==> config.mk <==
export PLATFORM = sky130hd
export DESIGN_NAME = spi_slave_module
export DESIGN_NICKNAME = d
export VERILOG_FILES = /design/src/rtl/spi_slave_module.sv
export SDC_FILE = /design/constraint.sdc
export NUM_CORES = 1
export LEC_CHECK = 0
export ABC_AREA = 1
export CAP_MARGIN = 20
export CORE_UTILIZATION = 25
export CTS_BUF_LIST = sky130_fd_sc_hd__clkbuf_16
export DETAILED_ROUTE_END_ITERATION = 16
export PLACE_DENSITY = 0.42
export REMOVE_ABC_BUFFERS = 1
export SETUP_SLACK_MARGIN = 0.1
export SYNTH_ARGS = -nofsm -noshare
export SYNTH_HDL_FRONTEND = slang
export SYNTH_SLANG_ARGS = --single-unit
==> constraint.sdc <==
create_clock -name clk -period 4.1 [get_ports clk]
set_clock_uncertainty 0.2 [all_clocks]
set_input_delay 0.41 -clock clk [delete_from_list [all_inputs] [get_ports clk]]
set_output_delay 0.41 -clock clk [all_outputs]
set_load 0.03 [all_outputs]
==> src/rtl/spi_slave_module.sv <==
// SPI responder with an Avalon-MM register port: DATA (TX hold / RX FIFO), STATUS, CTRL.
// Optional level interrupt output `irq` is built when SPI_SLAVE_IRQ_EN is defined.
module spi_slave_module #(
    parameter int unsigned RX_DEPTH    = 4,
    parameter int unsigned SYNC_STAGES = 2
) (
    input  logic        clk,
    input  logic        reset,
    input  logic        read,
    input  logic        write,
    input  logic        chipselect,
    input  logic [1:0]  address,
    input  logic [31:0] writedata,
    output logic [31:0] readdata,
    input  logic        spi_sclk,
    input  logic        spi_cs_n,
    input  logic        spi_mosi,
    output logic        spi_miso,
    output logic        spi_miso_oe
`ifdef SPI_SLAVE_IRQ_EN
    ,
    output logic        irq
`endif
);

    localparam int unsigned PTR_W = $clog2(RX_DEPTH);
    localparam int unsigned PW1   = PTR_W + 1;
    localparam int unsigned CNT_W = 6;

    typedef enum logic [1:0] {ST_IDLE, ST_LOAD, ST_SHIFT} state_e;

    state_e                 state_q, state_d;
    logic [SYNC_STAGES-1:0] sclk_sync_q, cs_sync_q, mosi_sync_q;
    logic                   sclk_prev_q, cs_prev_q, rd_acc_prev_q;
    logic [9:0]             ctrl_q, ctrl_d;
    logic [31:0]            tx_hold_q, tx_hold_d;
    logic                   txhf_q, txhf_d, txu_q, txu_d, rxfo_q, rxfo_d;
    logic [31:0]            tx_shift_q, tx_shift_d, rx_shift_q, rx_shift_d;
    logic [4:0]             wsz_q, wsz_d;
    logic                   cpol_q, cpol_d, cpha_q, cpha_d;
    logic [CNT_W-1:0]       cnt_q, cnt_d;
    logic [PTR_W:0]         wr_ptr_q, wr_ptr_d, rd_ptr_q, rd_ptr_d;
    logic [31:0]            rx_mem_q [RX_DEPTH];
    logic                   miso_q, miso_d, oe_q, oe_d;
    logic                   push, push_ok;

    logic sclk_s, cs_s, mosi_s, lead, trail, sample_edge, shift_edge, cs_fall;
    logic rx_empty, rx_full, rd_acc, pop, bus_wr;

    assign sclk_s      = sclk_sync_q[SYNC_STAGES-1];
    assign cs_s        = cs_sync_q[SYNC_STAGES-1];
    assign mosi_s      = mosi_sync_q[SYNC_STAGES-1];
    // Leading edge is a rise of sclk normalised by the latched CPOL
    assign lead        = (sclk_s ^ cpol_q) & ~(sclk_prev_q ^ cpol_q);
    assign trail       = ~(sclk_s ^ cpol_q) & (sclk_prev_q ^ cpol_q);
    assign sample_edge = cpha_q ? trail : lead;
    assign shift_edge  = cpha_q ? lead : trail;
    assign cs_fall     = ~cs_s & cs_prev_q;
    assign rx_empty    = (wr_ptr_q == rd_ptr_q);
    assign rx_full     = (wr_ptr_q[PTR_W] != rd_ptr_q[PTR_W]) &&
                         (wr_ptr_q[PTR_W-1:0] == rd_ptr_q[PTR_W-1:0]);
    assign rd_acc      = read && chipselect && (address == 2'd0);
    assign pop         = rd_acc && !rd_acc_prev_q && !rx_empty;
    assign bus_wr      = write && chipselect;
    assign spi_miso    = miso_q;
    assign spi_miso_oe = oe_q;

    // Input synchronisers and edge-detect history
    always_ff @(posedge clk or negedge reset) begin
        if (!reset) begin
            sclk_sync_q   <= '0;
            cs_sync_q     <= '1;
            mosi_sync_q   <= '0;
            sclk_prev_q   <= 1'b0;
            cs_prev_q     <= 1'b1;
            rd_acc_prev_q <= 1'b0;
        end else begin
            sclk_sync_q   <= {sclk_sync_q[SYNC_STAGES-2:0], spi_sclk};
            cs_sync_q     <= {cs_sync_q[SYNC_STAGES-2:0], spi_cs_n};
            mosi_sync_q   <= {mosi_sync_q[SYNC_STAGES-2:0], spi_mosi};
            sclk_prev_q   <= sclk_s;
            cs_prev_q     <= cs_s;
            rd_acc_prev_q <= rd_acc;
        end
    end

    // Next-state: register writes, frame FSM, FIFO pointers and sticky flags
    always_comb begin
        state_d    = state_q;
        ctrl_d     = ctrl_q;
        tx_hold_d  = tx_hold_q;
        txhf_d     = txhf_q;
        txu_d      = txu_q;
        rxfo_d     = rxfo_q;
        tx_shift_d = tx_shift_q;
        rx_shift_d = rx_shift_q;
        wsz_d      = wsz_q;
        cpol_d     = cpol_q;
        cpha_d     = cpha_q;
        cnt_d      = cnt_q;
        wr_ptr_d   = wr_ptr_q;
        rd_ptr_d   = pop ? rd_ptr_q + PW1'(1) : rd_ptr_q;
        push       = 1'b0;
        push_ok    = 1'b0;

        // W1C is applied before the FSM so a same-cycle set event wins
        if (bus_wr) begin
            case (address)
                2'd0: tx_hold_d = writedata;
                2'd1: begin
                    if (writedata[2]) rxfo_d = 1'b0;
                    if (writedata[4]) txu_d  = 1'b0;
                end
                2'd2: ctrl_d = writedata[9:0];
                default: ;
            endcase
        end

        case (state_q)
            ST_IDLE: begin
                cnt_d = '0;
                if (ctrl_q[5] && cs_fall) state_d = ST_LOAD;
            end
            ST_LOAD: begin
                wsz_d      = ctrl_q[4:0];
                cpha_d     = ctrl_q[6];
                cpol_d     = ctrl_q[7];
                cnt_d      = '0;
                rx_shift_d = '0;
                if (txhf_q) begin
                    tx_shift_d = tx_hold_q;
                    txhf_d     = 1'b0;
                end else begin
                    tx_shift_d = '0;
                    txu_d      = 1'b1;
                end
                state_d = ST_SHIFT;
            end
            ST_SHIFT: begin
                if (cs_s || !ctrl_q[5]) begin
                    state_d = ST_IDLE;
                    cnt_d   = '0;
                end else begin
                    // First shift edge of a word only presents the MSB
                    if (shift_edge && (cnt_q != '0)) tx_shift_d = tx_shift_q << 1;
                    if (sample_edge) begin
                        rx_shift_d = {rx_shift_q[30:0], mosi_s};
                        cnt_d      = cnt_q + CNT_W'(1);
                        if (cnt_d == CNT_W'(wsz_q) + CNT_W'(1)) begin
                            push    = 1'b1;
                            state_d = ST_LOAD;
                        end
                    end
                end
            end
            default: state_d = ST_IDLE;
        endcase

        // A DATA write in the LOAD cycle refills the holding register after the copy
        if (bus_wr && (address == 2'd0)) txhf_d = 1'b1;

        if (push) begin
            if (!rx_full || pop) begin
                push_ok  = 1'b1;
                wr_ptr_d = wr_ptr_q + PW1'(1);
            end else begin
                rxfo_d = 1'b1;
            end
        end

        miso_d = tx_shift_d[wsz_d];
        oe_d   = ctrl_q[5] && !cs_s;
    end

    // State and control registers
    always_ff @(posedge clk or negedge reset) begin
        if (!reset) begin
            state_q    <= ST_IDLE;
            ctrl_q     <= '0;
            tx_hold_q  <= '0;
            txhf_q     <= 1'b0;
            txu_q      <= 1'b0;
            rxfo_q     <= 1'b0;
            tx_shift_q <= '0;
            rx_shift_q <= '0;
            wsz_q      <= '0;
            cpol_q     <= 1'b0;
            cpha_q     <= 1'b0;
            cnt_q      <= '0;
            wr_ptr_q   <= '0;
            rd_ptr_q   <= '0;
            miso_q     <= 1'b0;
            oe_q       <= 1'b0;
        end else begin
            state_q    <= state_d;
            ctrl_q     <= ctrl_d;
            tx_hold_q  <= tx_hold_d;
            txhf_q     <= txhf_d;
            txu_q      <= txu_d;
            rxfo_q     <= rxfo_d;
            tx_shift_q <= tx_shift_d;
            rx_shift_q <= rx_shift_d;
            wsz_q      <= wsz_d;
            cpol_q     <= cpol_d;
            cpha_q     <= cpha_d;
            cnt_q      <= cnt_d;
            wr_ptr_q   <= wr_ptr_d;
            rd_ptr_q   <= rd_ptr_d;
            miso_q     <= miso_d;
            oe_q       <= oe_d;
        end
    end

    // RX FIFO storage; occupancy is tracked by the pointers alone
    always_ff @(posedge clk) begin
        if (push_ok) rx_mem_q[wr_ptr_q[PTR_W-1:0]] <= rx_shift_d;
    end

    // Combinational read mux
    always_comb begin
        readdata = '0;
        if (read && chipselect) begin
            case (address)
                2'd0: readdata = rx_empty ? 32'h0 : rx_mem_q[rd_ptr_q[PTR_W-1:0]];
                2'd1: readdata = {26'h0, (state_q != ST_IDLE), txu_q, txhf_q,
                                  rxfo_q, rx_full, rx_empty};
                2'd2: readdata = {22'h0, ctrl_q};
                default: readdata = '0;
            endcase
        end
    end

`ifdef SPI_SLAVE_IRQ_EN
    logic irq_q, irq_d;

    // Level interrupt from RX-not-empty and error flags
    always_comb begin
        irq_d = (ctrl_q[8] && !rx_empty) || (ctrl_q[9] && (rxfo_q || txu_q));
    end

    // Registered interrupt output
    always_ff @(posedge clk or negedge reset) begin
        if (!reset) irq_q <= 1'b0;
        else        irq_q <= irq_d;
    end

    assign irq = irq_q;
`endif

endmodule

==> flow_metrics.tcl, run 1 <==
set metrics [dict create \
    status "finished, final reports clean" \
    grt_pass1_vias 8861 \
    hold_violations 0 \
    route.detailed.drc 0 \
    coreArea_um2 48000 \
    cts_buffers 34 \
    cts.clk_slew.worst_paths_ns 0.05 \
    initial_core_util_pct 25.5 \
    seq_area_frac_synth_pct 60.2 \
    hp-class "input port to flop" \
    grt_max_degree 91 \
    antenna_found_initial 0 \
    maxSlewHeadroom_pct 35.3 \
    rr_endpoint "rx_mem_q[0][21]$_DFFE_PP_" \
    gr-total-overflow 0 \
    hold-worst-slack_ns 0.0951 \
    io_pins 76 \
    dp.cells 1922 \
    nets 1398 \
    fmax_mhz 265 \
    synth_top_area_share_pct 31.4 \
    synth.avg_cell_area_um2 9.64 \
    setup_viol 0 \
    cp-start-kind "flop" \
    slowest_delay_ns 0.75 \
    synthCells 1272 \
    insertion_delay_ns 0.54 \
    path_class "flop to output port" \
    port-buffer-count 75 \
    fin_crit_ns 3.77 \
    root_buffer "clkbuf_16" \
    cp_cell_sequence "buf_4 -> xnor2_1 -> nand3_2 -> nand2_4 -> nor2_8 -> inv_2 -> a21oi_1 -> clkdlybuf4s50_1" \
    yosys_warnings 0 \
    vias_per_cell 4.46 \
    dieArea_um2 49900 \
    dieWidth_um 223 \
    fp.dieH_um 223 \
    synthTopCellsByArea "edfxtp_1, dfrtp_1, nand2_1, nand3_1, inv_1" \
    cts_tree "built" \
    grt_pass1_wl_um 52200 \
    vias 8848 \
    clockBufferDepth 3 \
    path_max_fanout 34 \
    place.gp.congestion 0.750 \
    async_flop_share_pct 52.4 \
    cp.arrival_ns 3.16 \
    instances_no_fill 1985 \
    slowest_stage "clkdlybuf4s50_1" \
    n_antenna_cell 0 \
    cp-endpoint "readdata[25]" \
    yosysTopAreaCell "edfxtp_1" \
    rrSetupSlack_ns 0.85 \
    peakVddDrop_mv 0.283 \
    power_density_nw_per_um2 658 \
    reg2reg_depth 11 \
    p_leak_nw 6.36 \
    cts_resized 0 \
    grt.met2_usage_pct 21.1 \
    htreeDepth 2 \
    ys_types 43 \
    power_mw 9.71 \
    gr-usage-met3_pct 2.30 \
    rsz0062_at_grt "no" \
    cap_violations 0 \
    netlist_area_um2 12300 \
    met1_usage_pct 18.8 \
    maxSlewViolCount 0 \
    drt_iter0_markers 476 \
    fillCellCount 5011 \
    first_pass_iters 5 \
    synth_edf_count 128 \
    tightest_slew_ns 0.967 \
    fin_crit_sh_pct 91.9 \
    clock_sinks 269 \
    grt_usage_pct 13.4 \
    r2r_start "rd_ptr_q[1]$_DFFE_PN0P_" \
    num_rows 80 \
    synthFlopType "dfrtp_1" \
    cts_setup_buffers 0 \
    postRouteAntennaNets 0 \
    dp_hpwl_um 19900 \
    syn_to_final_growth_pct 20.4 \
    crit_required_ns 3.49 \
    wl_per_cell_um 16.5 \
    drive_above_1_share_pct 9.42 \
    critPathCaptureType "output port" \
    hold_buffers 1 \
    grt-busiest-layer "met2" \
    ys_ff_latch 269 \
    fin_setup_tns_ns 0 \
    startpoint "rd_ptr_q[1]$_DFFE_PN0P_" \
    finalWirelength_um 32800 \
]
[worst min-delay path by stage]
stage                        startpoint                        to  slack (ns)  cells past startpoint
3_3_place_gp   mosi_sync_q[0]$_DFF_PN0_  mosi_sync_q[1]$_DFF_PN0_        0.14                      0
3_5_place_dp   mosi_sync_q[0]$_DFF_PN0_  mosi_sync_q[1]$_DFF_PN0_        0.13                      0
5_1_grt                        spi_cs_n    cs_sync_q[0]$_DFF_PN1_        0.09                      1
2_1_floorplan                     reset      cnt_q[0]$_DFFE_PN0P_       -0.09                      0
6_report                       spi_cs_n    cs_sync_q[0]$_DFF_PN1_         0.1                      1
4_1_cts                        spi_cs_n    cs_sync_q[0]$_DFF_PN1_        0.07                      1
[area by class of cell]
class	count	area [µm²]	area share (%)
multi-input combinational	789	4070	27.6
clock inverter	28	156	1.06
inverter	151	567	3.84
timing repair buffer	99	970	6.57
sequential	269	7380	50.0
tap	615	769	5.21
clock buffer	34	851	5.77
[power breakdown]
part	leakage [nW]	switching [mW]	internal (mW)
clock	0.533	1.16	1.57
sequential	3.23	0.171	3.15
combinational	2.60	2.43	1.23
total	6.36	3.76	5.95
[worst max-delay path: cells and delay by family (launching register included)]
| family | cells | cell delay, ns |
|---|---|---|
| buffers and inverters | 3 | 1.39 |
| AOI/OAI and AO/OA | 1 | 0.40 |
| DFF | 1 | 0.34 |
| and+or+nand+nor | 3 | 0.31 |
| xor gates and xnor gates | 1 | 0.16 |
[cell families (layout without fill, tap and decap cells)]
family	after synthesis	after routing	share of synthesized area, %
and+or+nand+nor	522	522	18.2
xor gates and xnor gates	18	18	1.29
AOI/OAI and AO/OA	215	215	10.2
DFF	269	269	60.2
buffers and inverters	214	312	6.82
muxes	22	22	2.02
adders and majority gates	12	12	1.22
[sequential cells by signal, indices dropped and copies added (netlist names), 2 cells and up]
| register | cells |
|---|---|
| mosi_sync_q | 2 |
| rx_shift_q | 32 |
| wsz_q | 5 |
| tx_shift_q | 32 |
| wr_ptr_q | 3 |
| state_q | 2 |
| cs_sync_q | 2 |
| cnt_q | 6 |
| ctrl_q | 10 |
| sclk_sync_q | 2 |
| tx_hold_q | 32 |
| rd_ptr_q | 3 |
| rx_mem_q | 128 |
[Yosys cell counts (2+ instances only)]
cell and instances:
nand2_1 245, inv_1 142, dfrtp_1 138, nor2_1 132
edfxtp_1 128, nand3_1 124, o21ai_0 95, o22ai_1 43
clkbuf_1 37, a21boi_0 27, a21oi_1 27, mux2_2 22
buf_2 17, ha_1 12, xor2_1 11, inv_2 9
xnor2_1 7, buf_1 6, a21oi_2 5, a31oi_1 4
o31ai_1 4, or2_2 4, buf_4 3, dfstp_2 3
o21ai_1 3, a221oi_1 2, nand2_2 2, nand2_4 2
nor2_2 2, o21ai_2 2, or2_1 2
[metal layers]
layer	routed length [µm]	part of all wire, %
met5	0	0
met4	617	1.9
met3	1240	3.8
met2	14700	45
met1	16200	49
[through the flow]
| step | setup slack [ns] | cell area (µm²) | utilization [%] |
|---|---|---|---|
| 6_report | 0.330 | 14800 | 30.7 |
| 5_1_grt | 0.120 | 14800 | 30.7 |
| 4_1_cts | 0.268 | 14800 | 30.7 |
| 3_5_place_dp | 0.643 | 13700 | 28.6 |
| 3_3_place_gp | 0.646 | 13700 | 28.6 |
| 2_1_floorplan | -0.390 | 12000 | - |
[layout by cell type (no fill, tap or decap), types with 11 or more instances in the layout]
cell type          n
ha_1              12
nor2_1           129
buf_4             21
o21ai_0           95
nand3_1          124
edfxtp_1         128
a21oi_1           26
inv_1            153
a21boi_0          27
o22ai_1           43
mux2_2            22
xor2_1            11
clkdlybuf4s50_1   73
clkinv_1          11
clkbuf_16         34
dfrtp_1          137
nand2_1          244
Note: power is estimated with default switching activity, not from simulation.
==> run 2: changes to the inputs <==
--- a/config.mk
+++ b/config.mk
@@ -10,6 +10,7 @@
 export CORE_UTILIZATION = 25
 export CTS_BUF_LIST = sky130_fd_sc_hd__clkbuf_16
 export DETAILED_ROUTE_END_ITERATION = 16
+export GPL_ROUTABILITY_DRIVEN = 0
 export PLACE_DENSITY = 0.42
 export REMOVE_ABC_BUFFERS = 1
 export SETUP_SLACK_MARGIN = 0.1
==> constraint.sdc (replaced) <==
create_clock -name clk -period 4.1 [get_ports clk]
set_clock_uncertainty 0.2 [all_clocks]
set_input_delay 0.615 -clock clk [delete_from_list [all_inputs] [get_ports clk]]
set_output_delay 0.615 -clock clk [all_outputs]
set_load 0.03 [all_outputs]
==> flow_metrics.tcl, run 2 (synthesis results as in run 1) <==
set metrics [dict create \
    crit_required_ns 3.28 \
    cp-start-kind "flop" \
    dp.cells 1922 \
    maxSlewHeadroom_pct 40.2 \
    cts_setup_buffers 0 \
    coreArea_um2 48000 \
    io_pins 76 \
    port-buffer-count 75 \
    drive_above_1_share_pct 11.0 \
    grt_max_degree 81 \
    hold-worst-slack_ns 0.148 \
    top_layer "met4" \
    fin_ws_ns 0.451 \
    power_density_nw_per_um2 670 \
    antenna_found_initial 0 \
    rsz0062_at_grt "no" \
    maxSlewViolCount 0 \
    met2WireLength_um 14700 \
    vias_per_cell 4.52 \
    nets 1398 \
    dp_worst_setup_slack_ns 0.447 \
    grt_pass1_vias 9115 \
    wl_met1_um 16400 \
    hold_violations 0 \
    p_leak_nw 6.44 \
    root_buffer "clkbuf_16" \
    cap_violations 0 \
    rrSetupSlack_ns 1.22 \
    first_pass_iters 5 \
    path_class "flop to output port" \
    status "finished, final reports clean" \
    htreeDepth 2 \
    wl_met3_um 1250 \
    critPathCaptureType "output port" \
    hp-class "flop to flop" \
    fin_crit_ns 3.65 \
    largest_reg_flops 128 \
    finalWirelength_um 33200 \
    utilization_pct 31.1 \
    setup_viol 0 \
    fin_crit_sh_pct 89.0 \
    insertion_delay_ns 0.53 \
    grt_usage_pct 13.8 \
    dieWidth_um 223 \
    peakVddDrop_mv 0.422 \
    clockBufferDepth 3 \
    fmax_mhz 274 \
    clock_sinks 269 \
    tightest_slew_ns 0.894 \
    syn_to_final_growth_pct 22.0 \
    cts.clk_slew.worst_paths_ns 0.05 \
    wl_per_cell_um 16.7 \
    postRouteAntennaNets 0 \
    gr-total-overflow 0 \
    vias 8964 \
    cts_buffers 34 \
    route.detailed.drc 0 \
    num_rows 80 \
    drt_iter0_markers 700 \
    n_antenna_cell 0 \
    path_max_fanout 65 \
    dieArea_um2 49900 \
    cts_tree "built" \
    cp.arrival_ns 2.83 \
    initial_core_util_pct 25.5 \
    grt_pass1_wl_um 53300 \
    instances_no_fill 1985 \
    layout_common_cells "nand2_1, inv_1, dfrtp_1, nor2_1, edfxtp_1" \
    dp_hpwl_um 20100 \
    fp.dieH_um 223 \
    layout_commonest_cell "nand2_1" \
]
[run 2: cell count changes in the layout (fill, tap and decap cells not counted), sizes merged, moves of 2 or more]
cell,previous run,this run
inv,164,155
clkdlybuf4s50,73,62
bufinv,1,3
buf,25,36
clkinv,14,19
[run 2: critical path: stages, from the launching register on]
cell and delay [ns]:
dfrtp_2 0.38, buf_4 0.59, nor2_1 0.12, nor2_1 0.10
o21ai_0 0.18, a21oi_1 0.20, clkdlybuf4s50_1 0.69
[run 2: layout make-up]
| cell class | instances | area, µm² |
|---|---|---|
| repair buffers | 99 | 1070 |
| clock buffers | 35 | 876 |
| flip-flops and latches | 269 | 7380 |
| well taps | 615 | 769 |
| inverters | 151 | 567 |
| fillers | 5067 | 33100 |
| clock inverters | 27 | 231 |
| multi-input cells | 789 | 4070 |
[run 2: worst paths after layout]
path / endpoint / depth (start not counted) / startpoint
max reg2reg: spi_miso$_DFF_PN0_ / 11 / state_q[1]$_DFFE_PN0P_
max: readdata[26] / 6 / rd_ptr_q[0]$_DFFE_PN0P_
min reg2reg: mosi_sync_q[1]$_DFF_PN0_ / 0 / mosi_sync_q[0]$_DFF_PN0_
min: mosi_sync_q[1]$_DFF_PN0_ / 0 / mosi_sync_q[0]$_DFF_PN0_
max in group asynchronous: ctrl_q[3]$_DFFE_PN0P_ / 3 / reset
min in group asynchronous: tx_hold_q[28]$_DFFE_PN0P_ / 2 / reset
[run 2: timing repair]
action,4_1_cts,5_1_grt
hold endpoints to repair,35,0
hold buffers,1,0
resized for setup,0,0
[run 2: metal layers]
layer / global-route usage (%) / vias up
met1: 19.5 / 4373
met2: 21.1 / 156
met3: 2.34 / 60
met4: 4.86 / 0
met5: 0 / -
li1: - / 4375
[run 2: where the power goes]
group / internal, mW / switching (mW)
clock network: 1.75 / 1.21
logic: 1.25 / 2.48
registers: 3.15 / 0.173
total: 6.15 / 3.86
[run 2: per-stage QoR]
stage                     power (mW)  cell area [µm²]  TNS, ns
after floorplan                 5.88            12000   -37.41
after global placement          7.17            13800        0
after detailed placement        7.17            13800        0
after CTS                       10.2            15000        0
after global routing            10.8            15000        0
final                           10.0            15000        0
==> run 3: changes to the inputs <==
--- a/config.mk
+++ b/config.mk
@@ -9,6 +9,7 @@
 export CAP_MARGIN = 20
 export CORE_UTILIZATION = 25
 export CTS_BUF_LIST = sky130_fd_sc_hd__clkbuf_16
+export CTS_CLUSTER_SIZE = 30
 export DETAILED_ROUTE_END_ITERATION = 16
 export GPL_ROUTABILITY_DRIVEN = 0
 export PLACE_DENSITY = 0.42
==> results of run 3 <==
The final DEF is identical to that of run 2; final timing and power are the same.
